<file path="src/rtl/prn_check.sv">
// Receive-side Gold-code checker: regenerates the expected chip stream from two
// programmable LFSRs and compares it with the incoming chips, epoch by epoch.
`timescale 1ns/1ps
module prn_check #(
   parameter int W  = 14,
   parameter int CW = 16,
   parameter int EW = 8
) (
   input  logic          clk,
   input  logic          resetn,
   input  logic          start,
   input  logic [W-1:0]  init1,
   input  logic [W-1:0]  taps1,
   input  logic [W-1:0]  init2,
   input  logic [W-1:0]  taps2,
   input  logic [CW-1:0] code_last,
   input  logic [EW-1:0] n_epochs,
   input  logic          chip_in,
   input  logic          chip_valid,
   output logic          busy,
   output logic          done,
   output logic [CW-1:0] err_cnt,
   output logic [CW-1:0] chip_cnt,
   output logic [EW-1:0] epoch_cnt,
   output logic          epoch_err,
   output logic          locked
);

   localparam logic [1:0] S_IDLE  = 2'd0;
   localparam logic [1:0] S_ARMED = 2'd1;
   localparam logic [1:0] S_RUN   = 2'd2;
   localparam logic [1:0] S_DONE  = 2'd3;

   logic [1:0]         state_reg;
   logic [CW-1:0]      code_last_reg;
   logic [EW-1:0]      n_epochs_reg;
   logic [CW-1:0]      err_cnt_reg;
   logic [CW-1:0]      chip_cnt_reg;
   logic [EW-1:0]      epoch_cnt_reg;
   logic               done_reg;
   logic               locked_reg;
   logic               epoch_err_reg;
   logic               ep_flag_reg;

   logic [1:0][W-1:0]  init_in;
   logic [1:0][W-1:0]  taps_in;
   logic [1:0]         g_lsb;
   logic               active;
   logic               chip_take;
   logic               expected;
   logic               mismatch;
   logic               epoch_end;
   logic               epoch_bad;
   logic               last_epoch;
   logic               err_sat;
   logic [EW-1:0]      epoch_inc;

   assign init_in = {init2, init1};
   assign taps_in = {taps2, taps1};

   // start wins over a coincident strobe, so a chip in the start cycle is dropped
   assign active     = (state_reg == S_ARMED) || (state_reg == S_RUN);
   assign chip_take  = chip_valid && active && !start;
   assign expected   = g_lsb[0] ^ g_lsb[1];
   assign mismatch   = chip_take && (chip_in != expected);
   assign epoch_end  = chip_take && (chip_cnt_reg == code_last_reg);
   assign epoch_bad  = ep_flag_reg || mismatch;
   assign epoch_inc  = epoch_cnt_reg + 1'b1;
   assign last_epoch = (n_epochs_reg != '0) && (epoch_inc == n_epochs_reg);
   assign err_sat    = &err_cnt_reg;

   genvar gi;
   generate
      for (gi = 0; gi < 2; gi++) begin : g_lfsr
         logic [W-1:0] g_reg;
         logic [W-1:0] init_reg;
         logic [W-1:0] taps_reg;
         logic         fb;

         assign fb        = ^(g_reg & taps_reg);
         assign g_lsb[gi] = g_reg[0];

         always_ff @(posedge clk or negedge resetn) begin
            if (!resetn) begin
               g_reg    <= '0;
               init_reg <= '0;
               taps_reg <= '0;
            end else if (start) begin
               init_reg <= init_in[gi];
               taps_reg <= taps_in[gi];
               g_reg    <= init_in[gi];
            end else if (chip_take) begin
               g_reg <= epoch_end ? init_reg : {fb, g_reg[W-1:1]};
            end
         end
      end
   endgenerate

   always_ff @(posedge clk or negedge resetn) begin
      if (!resetn) begin
         state_reg     <= S_IDLE;
         code_last_reg <= '0;
         n_epochs_reg  <= '0;
         err_cnt_reg   <= '0;
         chip_cnt_reg  <= '0;
         epoch_cnt_reg <= '0;
         done_reg      <= 1'b0;
         locked_reg    <= 1'b0;
         epoch_err_reg <= 1'b0;
         ep_flag_reg   <= 1'b0;
      end else begin
         epoch_err_reg <= 1'b0;
         if (start) begin
            state_reg     <= S_ARMED;
            code_last_reg <= code_last;
            n_epochs_reg  <= n_epochs;
            err_cnt_reg   <= '0;
            chip_cnt_reg  <= '0;
            epoch_cnt_reg <= '0;
            done_reg      <= 1'b0;
            locked_reg    <= 1'b0;
            ep_flag_reg   <= 1'b0;
         end else if (chip_take) begin
            state_reg <= S_RUN;
            if (mismatch && !err_sat)
               err_cnt_reg <= err_cnt_reg + 1'b1;
            // the last chip's own mismatch still belongs to the ending epoch
            if (epoch_end) begin
               chip_cnt_reg  <= '0;
               epoch_cnt_reg <= epoch_inc;
               epoch_err_reg <= epoch_bad;
               locked_reg    <= !epoch_bad;
               ep_flag_reg   <= 1'b0;
               if (last_epoch) begin
                  state_reg <= S_DONE;
                  done_reg  <= 1'b1;
               end
            end else begin
               chip_cnt_reg <= chip_cnt_reg + 1'b1;
               ep_flag_reg  <= epoch_bad;
            end
         end
      end
   end

   assign busy      = active;
   assign done      = done_reg;
   assign err_cnt   = err_cnt_reg;
   assign chip_cnt  = chip_cnt_reg;
   assign epoch_cnt = epoch_cnt_reg;
   assign epoch_err = epoch_err_reg;
   assign locked    = locked_reg;

endmodule
</file>
<file path="config.mk">
export PLATFORM = sky130hd
export DESIGN_NAME = prn_check
export DESIGN_NICKNAME = d
export VERILOG_FILES = /design/src/rtl/prn_check.sv
export SDC_FILE = /design/constraint.sdc
export NUM_CORES = 1
export LEC_CHECK = 0
export ABC_AREA = 1
export BUFFER_PORTS_ARGS = -buffer_cell sky130_fd_sc_hd__buf_2
export CAP_MARGIN = 30
export CORE_ASPECT_RATIO = 1.4
export CORE_UTILIZATION = 50
export CTS_CLUSTER_SIZE = 24
export DETAILED_ROUTE_END_ITERATION = 12
export PLACE_DENSITY = 0.75
export SYNTH_ARGS = -nofsm -noshare
export SYNTH_HDL_FRONTEND = slang
export SYNTH_SLANG_ARGS = --single-unit
</file>
<file path="constraint.sdc">
create_clock -name clk -period 2 [get_ports clk]
set_input_delay 0.1 -clock clk [delete_from_list [all_inputs] [get_ports clk]]
set_output_delay 0.1 -clock clk [all_outputs]
set_load 0.01 [all_outputs]
</file>
==> flow_summary.yaml <==
timing:
  setup_tns_ns: 0
  worst_slew_pin_slew_ns: 0.6088
  whs_ns: 0.03200
  hold_violations: 0
  clock.fmax_mhz: 519.7
  drv_slew: 0
  finalSetupViolations: 0
  skew_ns: 0.01216
  period_share_pct: 96.20
  period_needed_ns: 1.924
  setup_slack_ns: 0.07599
  max_slew_margin_pct: 59.41
finish:
  final_util_pct: 67.14
  nFillCells: 1297
  layout_common_cells: "nand2_1, dfrtp_1, buf_2"
  multi_input_area_mm2: 0.003741
  seq_area_mm2: 0.003854
  drive_gt1_share_pct: 15.33
  syn2layout_area_growth_pct: 30.69
  antenna_cells: 0
  nNetsFinal: 1393
  layout_commonest_cell: "nand2_1"
cts:
  clockBufferDepth: 2
  cts_setup_buffers: 0
  insertion_delay_ns: 0.44
  cts.sinks: 154
  cts_buffers: 17
  clkTransAtPathRegs_ns: 0.06
  clock-root-buffer: "clkbuf_16"
  htree_levels: 4
  tritoncts: "done"
job:
  cap_viol_max_count: 0
detailed_routing:
  wl_mm: 20.65
  dr.max_layer_used: "met4"
  drc_errors: 0
  drt-met1-wl_mm: 8.546
  routed-via-count: 7711
  wl_met3_um: 960
  dr.first_iter.drc_count: 410
  wl_met2_mm: 10.46
  wl_per_cell_um: 13.64
  drtAntennaViolNets: 0
  routed_via_density: 5.093
  drtPass1Iterations: 5
power_and_ir_drop:
  worst_ir_drop_vdd_v: 0.0005756
  p_total_uw: 8572
  p_per_area_mw_per_mm2: 814.5
  power.leakage_uw: 0.005593
floorplanning:
  io_pins: 129
  dieArea_mm2: 0.01662
  core_mm2: 0.01568
  rows: 54
  die_y_um: 152.2
  die_w_um: 109.3
  initial_core_util_pct: 51.37
global_route:
  grt_start_max_net_pins: 110
  grt_overflow: 0
  grt_pass1_wl_mm: 34.82
  first_global_vias: 7497
  track_usage_pct: 26.65
  antenna_found_initial: 0
critical_path:
  critical_path_arrival_ns: 2.23
  path_class: "reg2reg"
  cp-end-kind: "flop"
  cp.required_ns: 2.31
  cp_max_fo: 13
  cp-start-kind: "flop"
logic_synthesis:
  yosysTopAreaCellShare_pct: 47.86
  yosys.cell_types.count: 33
  synthArstFlopShare_pct: 100.0
  synthCells: 1093
  synth_ff_type: "dfrtp_1"
  synth_edf_count: 0
  ys_warn_count: 0
  syn_area_mm2: 0.008053
  synth_nets: 1181
  avgSynthCellArea_um2: 7.368
  ys_ff_latch: 154
  synth_top_cell_by_area: "dfrtp_1"
  yosysSeqAreaShare_pct: 47.86
  synth.area.top_cells: "dfrtp_1, nand2_1, o21ai_0, inv_1, xor2_1"
placed_design:
  place.gp.congestion: 0.9248
  io_buffers: 128
  preCtsSetupSlack_ns: 0.09838
  dp_hpwl_mm: 13.76
worst_hold_path:
  hold_path.class: "in2reg"
status:
  status: "complete, no violations"
[routing by layer]
| metal | global-route usage, % | vias to the layer above |
|---|---|---|
| met5 | 0 | - |
| met4 | 11.81 | 0 |
| met3 | 4.790 | 51 |
| met2 | 45.40 | 219 |
| met1 | 32.41 | 3572 |
| li1 | - | 3869 |
[worst max-delay path, cell delays in order (launching register included)]
cell	delay, ns
dfrtp_1	0.40
xor2_1	0.32
nor2_1	0.08
nand2_1	0.09
nor2_2	0.06
nand3_4	0.14
nand2_2	0.18
buf_12	0.21
nor3_1	0.32
[synth_stat cells (all sizes together) (3+ instances only)]
library cell,count
a21oi,11
buf,10
clkbuf,29
dfrtp,154
ha,3
inv,76
nand2,536
nand3,40
nand4,10
nor2,55
nor3,5
nor4,6
o21ai,73
o21bai,26
o22ai,9
o31ai,8
xnor2,9
xor2,29
[area by class of cell]
cell class,count,share of cell area (%)
timing repair buffer,232,16.24
sequential,154,36.62
tap,196,2.330
multi-input combinational,824,35.55
clock inverter,11,2.045
clock buffer,21,4.470
inverter,76,2.746
[worst paths after layout]
| path | startpoint | endpoint | slack [ns] | cells past startpoint |
|---|---|---|---|---|
| setup / recovery | code_last_reg[3] | chip_cnt[10] | 0.08 | 8 |
| hold / removal | chip_valid | state_reg[1] | 0.03 | 3 |
| min in group asynchronous | resetn | code_last_reg[9] | 0.17 | 2 |
| max in group asynchronous | resetn | g_lfsr[0].taps_reg[5] | 1.16 | 3 |
| setup reg to reg | code_last_reg[3] | chip_cnt[10] | 0.08 | 8 |
| hold reg to reg | g_lfsr[0].init_reg[13] | g_lfsr[0].init_reg[13] | 0.46 | 2 |
[through the flow]
step | instances | instance area, um^2
CTS | 1514 | 10510
detailed placement | 1400 | 9001
finish | 1514 | 10520
floorplan | 1093 | 8053
global placement | 1400 | 9001
global route | 1514 | 10520
[logic make-up after synthesis]
group,Yosys count,share of synthesized area (%)
AND/OR/NAND/NOR,655,32.61
XOR/XNOR,38,4.133
multiplexers,1,0.1243
flip-flops,154,47.86
AO/OA/AOI/OAI,127,9.089
buffers and inverters,115,5.718
adder cells (fa/ha/maj),3,0.4662
[report_power, final]
| group | switching [uW] | internal, uW |
|---|---|---|
| logic | 755 | 549 |
| registers | 182 | 3360 |
| clock network | 1280 | 2440 |
[what timing repair did]
action / CTS / global route
resized for setup: 0 / 6
hold buffers: 82 / 0
endpoints found under the hold margin: 139 / 0
setup endpoints to repair: 0 / 12
(Power assumes the default switching activity.)
